### src/rtl/cr_clint_pkg.sv
// Shared CLINT arbiter definitions: FSM state and owner encodings, data/timeout
// widths and the CLINT register address map.
package cr_clint_pkg;

    localparam int unsigned DATA_W   = 32;
    localparam int unsigned TMO_W    = 8;
    localparam int unsigned CLINT_AW = 16;

    typedef enum logic [1:0] {
        ST_IDLE = 2'd0,
        ST_XFER = 2'd1,
        ST_RESP = 2'd2
    } state_e;

    typedef enum logic {
        OWNER_CORE = 1'b0,
        OWNER_DBG  = 1'b1
    } owner_e;

    localparam logic [CLINT_AW-1:0] CLINT_MSIP       = 16'h0000;
    localparam logic [CLINT_AW-1:0] CLINT_MTIMECMPLO = 16'h4000;
    localparam logic [CLINT_AW-1:0] CLINT_MTIMECMPHI = 16'h4004;
    localparam logic [CLINT_AW-1:0] CLINT_MTIMELO    = 16'hbff8;
    localparam logic [CLINT_AW-1:0] CLINT_MTIMEHI    = 16'hbffc;

endpackage

### src/rtl/cr_clint_arb_pick.sv
// Two-way winner selection between core and debug requesters.
// CR_CLINT_ARB_RR_EN selects round-robin (pointer = last granted); otherwise core has fixed priority.
module cr_clint_arb_pick
    import cr_clint_pkg::*;
(
`ifdef CR_CLINT_ARB_RR_EN
    input  logic   clk_i,
    input  logic   rst_i,
    input  logic   upd_i,
`endif
    input  logic   core_req_i,
    input  logic   dbg_req_i,
    output logic   win_vld_c_o,
    output owner_e win_owner_c_o
);

    assign win_vld_c_o = core_req_i | dbg_req_i;

`ifdef CR_CLINT_ARB_RR_EN
    owner_e ptr_q;

    // Pointer remembers the last granted owner; reset value makes core win the first tie.
    always_ff @(posedge clk_i) begin
        if (rst_i) begin
            ptr_q <= OWNER_DBG;
        end else if (upd_i) begin
            ptr_q <= win_owner_c_o;
        end
    end

    always_comb begin
        win_owner_c_o = OWNER_CORE;
        if (core_req_i && dbg_req_i) begin
            win_owner_c_o = (ptr_q == OWNER_CORE) ? OWNER_DBG : OWNER_CORE;
        end else if (dbg_req_i) begin
            win_owner_c_o = OWNER_DBG;
        end
    end
`else
    always_comb begin
        win_owner_c_o = OWNER_CORE;
        if (dbg_req_i && !core_req_i) begin
            win_owner_c_o = OWNER_DBG;
        end
    end
`endif

endmodule

### src/rtl/cr_clint_tcipif_arb.sv
// Arbitrates core and debug CLINT requests onto the shared TCIPIF bus, one transfer outstanding,
// with a per-transfer timeout. Define CR_CLINT_ARB_RR_EN for round-robin instead of core priority.
module cr_clint_tcipif_arb
    import cr_clint_pkg::*;
#(
    parameter int unsigned ADDR_W  = 16,
    parameter int unsigned TMO_CYC = 15
) (
    input  logic              forever_cpuclk,
    input  logic              cpurst,

    input  logic              core_clint_req,
    input  logic [ADDR_W-1:0] core_clint_addr,
    input  logic              core_clint_write,
    input  logic [DATA_W-1:0] core_clint_wdata,
    output logic              core_clint_gnt,
    output logic              core_clint_cmplt,
    output logic [DATA_W-1:0] core_clint_rdata,
    output logic              core_clint_err,

    input  logic              dbg_clint_req,
    input  logic [ADDR_W-1:0] dbg_clint_addr,
    input  logic              dbg_clint_write,
    input  logic [DATA_W-1:0] dbg_clint_wdata,
    output logic              dbg_clint_gnt,
    output logic              dbg_clint_cmplt,
    output logic [DATA_W-1:0] dbg_clint_rdata,
    output logic              dbg_clint_err,

    output logic              tcipif_clint_sel,
    output logic [ADDR_W-1:0] tcipif_clint_addr,
    output logic              tcipif_clint_write,
    output logic [DATA_W-1:0] tcipif_clint_wdata,
    input  logic              clint_tcipif_cmplt,
    input  logic [DATA_W-1:0] clint_tcipif_rdata
);

    state_e              state_q, state_d;
    owner_e              owner_q, owner_d;
    logic [ADDR_W-1:0]   addr_q,  addr_d;
    logic                write_q, write_d;
    logic [DATA_W-1:0]   wdata_q, wdata_d;
    logic [DATA_W-1:0]   rdata_q, rdata_d;
    logic                err_q,   err_d;
    logic [TMO_W-1:0]    tmo_q,   tmo_d;

    logic                win_vld_c;
    owner_e              win_owner_c;

    cr_clint_arb_pick u_pick (
`ifdef CR_CLINT_ARB_RR_EN
        .clk_i         (forever_cpuclk),
        .rst_i         (cpurst),
        .upd_i         (core_clint_gnt | dbg_clint_gnt),
`endif
        .core_req_i    (core_clint_req),
        .dbg_req_i     (dbg_clint_req),
        .win_vld_c_o   (win_vld_c),
        .win_owner_c_o (win_owner_c)
    );

    always_ff @(posedge forever_cpuclk) begin
        if (cpurst) begin
            state_q <= ST_IDLE;
            owner_q <= OWNER_CORE;
            addr_q  <= '0;
            write_q <= 1'b0;
            wdata_q <= '0;
            rdata_q <= '0;
            err_q   <= 1'b0;
            tmo_q   <= '0;
        end else begin
            state_q <= state_d;
            owner_q <= owner_d;
            addr_q  <= addr_d;
            write_q <= write_d;
            wdata_q <= wdata_d;
            rdata_q <= rdata_d;
            err_q   <= err_d;
            tmo_q   <= tmo_d;
        end
    end

    // Grants are suppressed while reset is held so no transfer starts in a reset cycle.
    always_comb begin
        state_d        = state_q;
        owner_d        = owner_q;
        addr_d         = addr_q;
        write_d        = write_q;
        wdata_d        = wdata_q;
        rdata_d        = rdata_q;
        err_d          = err_q;
        tmo_d          = tmo_q;
        core_clint_gnt = 1'b0;
        dbg_clint_gnt  = 1'b0;

        unique case (state_q)
            ST_IDLE: begin
                if (win_vld_c && !cpurst) begin
                    owner_d = win_owner_c;
                    tmo_d   = '0;
                    state_d = ST_XFER;
                    if (win_owner_c == OWNER_DBG) begin
                        dbg_clint_gnt = 1'b1;
                        addr_d        = dbg_clint_addr;
                        write_d       = dbg_clint_write;
                        wdata_d       = dbg_clint_wdata;
                    end else begin
                        core_clint_gnt = 1'b1;
                        addr_d         = core_clint_addr;
                        write_d        = core_clint_write;
                        wdata_d        = core_clint_wdata;
                    end
                end
            end
            ST_XFER: begin
                // Completion has priority over a timeout landing in the same cycle.
                if (clint_tcipif_cmplt) begin
                    rdata_d = write_q ? '0 : clint_tcipif_rdata;
                    err_d   = 1'b0;
                    state_d = ST_RESP;
                end else if (tmo_q == TMO_W'(TMO_CYC - 1)) begin
                    rdata_d = '0;
                    err_d   = 1'b1;
                    state_d = ST_RESP;
                end else begin
                    tmo_d = tmo_q + TMO_W'(1);
                end
            end
            ST_RESP: begin
                state_d = ST_IDLE;
            end
            default: begin
                state_d = ST_IDLE;
            end
        endcase
    end

    assign tcipif_clint_sel   = (state_q == ST_XFER);
    assign tcipif_clint_addr  = addr_q;
    assign tcipif_clint_write = write_q;
    assign tcipif_clint_wdata = wdata_q;

    assign core_clint_cmplt = (state_q == ST_RESP) && (owner_q == OWNER_CORE);
    assign dbg_clint_cmplt  = (state_q == ST_RESP) && (owner_q == OWNER_DBG);
    assign core_clint_rdata = core_clint_cmplt ? rdata_q : '0;
    assign dbg_clint_rdata  = dbg_clint_cmplt  ? rdata_q : '0;
    assign core_clint_err   = core_clint_cmplt & err_q;
    assign dbg_clint_err    = dbg_clint_cmplt  & err_q;

endmodule
### config.mk
export PLATFORM = sky130hd
export DESIGN_NAME = cr_clint_tcipif_arb
export DESIGN_NICKNAME = d
export VERILOG_FILES = /design/src/rtl/cr_clint_pkg.sv /design/src/rtl/cr_clint_arb_pick.sv /design/src/rtl/cr_clint_tcipif_arb.sv
export SDC_FILE = /design/constraint.sdc
export NUM_CORES = 1
export LEC_CHECK = 0
export BUFFER_PORTS_ARGS = -buffer_cell sky130_fd_sc_hd__buf_2
export CORE_AREA = 2 2 143 75
export DETAILED_ROUTE_END_ITERATION = 8
export DIE_AREA = 0 0 145 77
export PLACE_DENSITY = 0.79
export SYNTH_ARGS = -nofsm -noshare
export SYNTH_HDL_FRONTEND = slang
export SYNTH_SLANG_ARGS = --single-unit
export TNS_END_PERCENT = 20
### constraint.sdc
create_clock -name forever_cpuclk -period 2.4 [get_ports forever_cpuclk]
set_input_delay 0 -clock forever_cpuclk [delete_from_list [all_inputs] [get_ports forever_cpuclk]]
set_output_delay 0 -clock forever_cpuclk [all_outputs]
set_load 0.005 [all_outputs]
==> impl_results.md <==
- Status: finished, final reports clean
- Leading post-synthesis cells by instance count: 108 x nand2_1, 93 x dfxtp_1, 66 x and2_1, 55 x nor2_1, 49 x a311oi_1
- CP Capture Type: register
- Cells after Synth: ~500
- Core area: between 0.009 and 0.01 mm²
- H-tree depth: 3
- Synthesized flop and latch total: just over 90
- Required time worst endpoint: approximately 2700 ps
- Chip height: between 70 and 80 µm
- Syn avg cell area: roughly 8.2 µm²
- Maximum fanout along the worst path: 100
- Net Count, Synth: between 600 and 700
- Worst hold start: core_clint_req
- Setup CP Type: in -> reg
- EDFF count, synth: 0
- Ys flop type: dfxtp_1
- Area of the multi-input gates: approximately 0.0021 mm²
- Synth top area cells: dfxtp_1 44%, a311oi_1 10%, and2_1 9.9%, nand2_1 9.7%, a22o_1 5.4%
- Largest net degree at the start of global routing: 101
- Final Power: roughly 0.004 W
- Slew Viols, Final: 0
- Boundary Pins: 255
- Worst-Margin Slew: approximately 1000 ps
- Slew headroom: about a third
- Hold Slack: between 15 and 20 ps
- Peak supply drop: between 0.0004 and 0.0005 V
- Reg-to-Reg Start: state_q[0]
- R2R setup slack: 130 ps
- Hold Path Stages: 4
- Worst hold-check path type: in -> reg
- Vias per inst: a little over 5
- Row Count: 26
- Register Area: roughly 0.0019 mm²
- Critical Path AT: between 2000 and 3000 ps
- Inserted Diodes: 0
- Final nets: around 1000
- Clk_lat worst skew: 340 ps
- Die area: about 0.011 mm²
- Final GP Congestion: ~0.84
- Share of the yosys chip area belonging to registers: between 40 and 50%
- First-pass GRT wire length: ~26000 µm
- Slowest Stage Delay on Critical Path: 640 ps
- Most frequent cell on the critical path: dlygate4sd3_1
- Finished Cell Area: a little over 0.007 mm²
- Startpoint class of the critical path: input port
- Period minus WS final: around 2300 ps
- Largest area contributor in the netlist: dfxtp_1
- Final TNS setup: 0 ps
- Ys async rst share: 0%
- Leakage: 3.58 nW
- # setup viols final: 0
- Top-count cell post-synth: nand2_1
- CTS Sinks: 93
- Vias in the first global route: about 5500
- Initial antenna violation count: 0
- Reg-to-reg endpoint: tcipif_clint_addr[12]
- Via count: 5291
- Layout cell share with drive strength beyond 1: between 30% and 40%
- Grt ovf: 0
- Initial core utilization: between 40% and 50%
- Critical path, cell by cell: dlygate4sd3_1, buf_2, nor4_2, buf_12, nor2_1, a311oi_1, dlygate4sd3_1
- Worst-path clk slew: 70 ps
- Num CTS Buffers: 9
- Final design utilization: between 70% and 80%
- Netlist cell types: 39
- Crit share post-route: 95.7%
- Antenna Nets Post-Route: 0
- IO buf count: roughly 250
- Slowest-stage cell, CP: dlygate4sd3_1
- Detailed Route Iter0 Violations: 230
- CTS tree: done
- WHS Endpoint: owner_q
- Max-Cap Viols: 0
- Post-CTS Setup Repair Bufs: 0
- Root buf cell: clkbuf_16
- Area delta synth->final: 71.9%
- Filler Cells Inserted: 720
- Drt first pass iters: 5
- Die W: around 150 µm
- RSZ-0062 raised after global routing: no
- Upper clock frequency limit: approximately 0.44 GHz
- Wirelength, routed: between 15000 and 20000 µm
- Top-area cell type share of the netlist area: approximately 44%
- Dpl cell area: between 0.005 and 0.006 mm²
- Yosys warns: 0
- GRT Util Overall: around 29%
- Cell area after synthesis: around 0.0042 mm²
- Reg2reg path depth: 5
- DRC Markers: 0
- Clk_skew: roughly 9.1 ps
- Wirelength per Cell: roughly 16 µm
- Final Hold Fails: 0
- Power per cell area: 555 mW/mm²
- Post-detail-place hpwl: ~9600 µm
- Clock Path Buffers: 2
## power breakdown
group / internal, W / leakage [nW] / switching, W
Sequential: 0.00166 / 0.761 / 0.0000728
Combinational: 0.000458 / 2.67 / 0.000382
Clock: 0.000817 / 0.144 / 0.000607
## routing by layer
metal	GRT usage (%)	routed length, µm	vias up
li1	-	-	2494
met1	31.4	6280	2457
met2	53.7	8260	272
met3	5.83	1020	68
met4	12.7	662	0
met5	0	0	-
## sequential cells by signal, indices dropped and copies added, names as in the netlist
register / count
err_q: 1
owner_q: 1
rdata_q: 32
state_q: 2
tcipif_clint_addr: 16
tcipif_clint_wdata: 32
tcipif_clint_write: 1
tmo_q: 8
## kinds of logic (layout without fill, tap and decap cells)
| logic type | Yosys count | after routing | share of synthesized area, % |
|---|---|---|---|
| fa+ha+maj | 2 | 2 | 0.597 |
| compound gates | 107 | 107 | 20.5 |
| buf+inv | 49 | 420 | 5.19 |
| mux | 3 | 3 | 0.746 |
| flops | 93 | 93 | 44.4 |
| simple gates | 255 | 255 | 28.6 |
## worst max path at each step
stage / endpoint / startpoint / cells past startpoint
global route: tcipif_clint_addr[12] / cpurst / 7
floorplan: tmo_q[4] / tmo_q[0] / 6
CTS: tcipif_clint_addr[9] / cpurst / 7
global placement: tmo_q[7] / tmo_q[0] / 6
detailed placement: tmo_q[4] / tmo_q[0] / 6
finish: tcipif_clint_addr[12] / cpurst / 7
## layout by cell type, fill, tap and decap left out, types with 2 or more instances in the layout
cell             n
buf_2          254
dlygate4sd3_1  137
nand2_1        108
dfxtp_1         93
and2_1          66
nor2_1          55
a311oi_1        49
a22o_1          26
a21oi_1         10
clkbuf_16        9
buf_4            8
o21ai_0          7
nand3_1          6
nand2b_1         4
inv_1            3
or4_1            3
nor3_1           3
inv_6            3
nor3b_2          2
o21ba_1          2
mux2i_1          2
o21ai_1          2
o32ai_1          2
a211oi_1         2
a31oi_1          2
ha_1             2
## critical path, delay by kind of cell
kind	cells	cell delay (ps)
AOI/OAI and AO/OA	1	330
and+or+nand+nor	2	410
buffers and inverters	4	1770
## what timing repair did
item                      in CTS  in global routing
hold buffers                 137                  0
gates resized for setup        0                  0
hold endpoints to repair      83                  0
## layout make-up
cell class,instances,share of cell area [%]
repair buffers,400,37.8
inverters,4,0.208
multi-input cells,367,29.6
clock inverters,6,0.955
clock buffers,10,3.18
flip-flops and latches,93,25.8
well taps,140,2.43
## through the flow
stage / cells / worst slack [ps]
after global routing: 1020 / 47.3
after CTS: 1020 / 250
after global placement: 867 / 415
final: 1020 / 103
after floorplan: 509 / 615
after detailed placement: 867 / 286
Note: power is estimated with default switching activity, not from simulation.
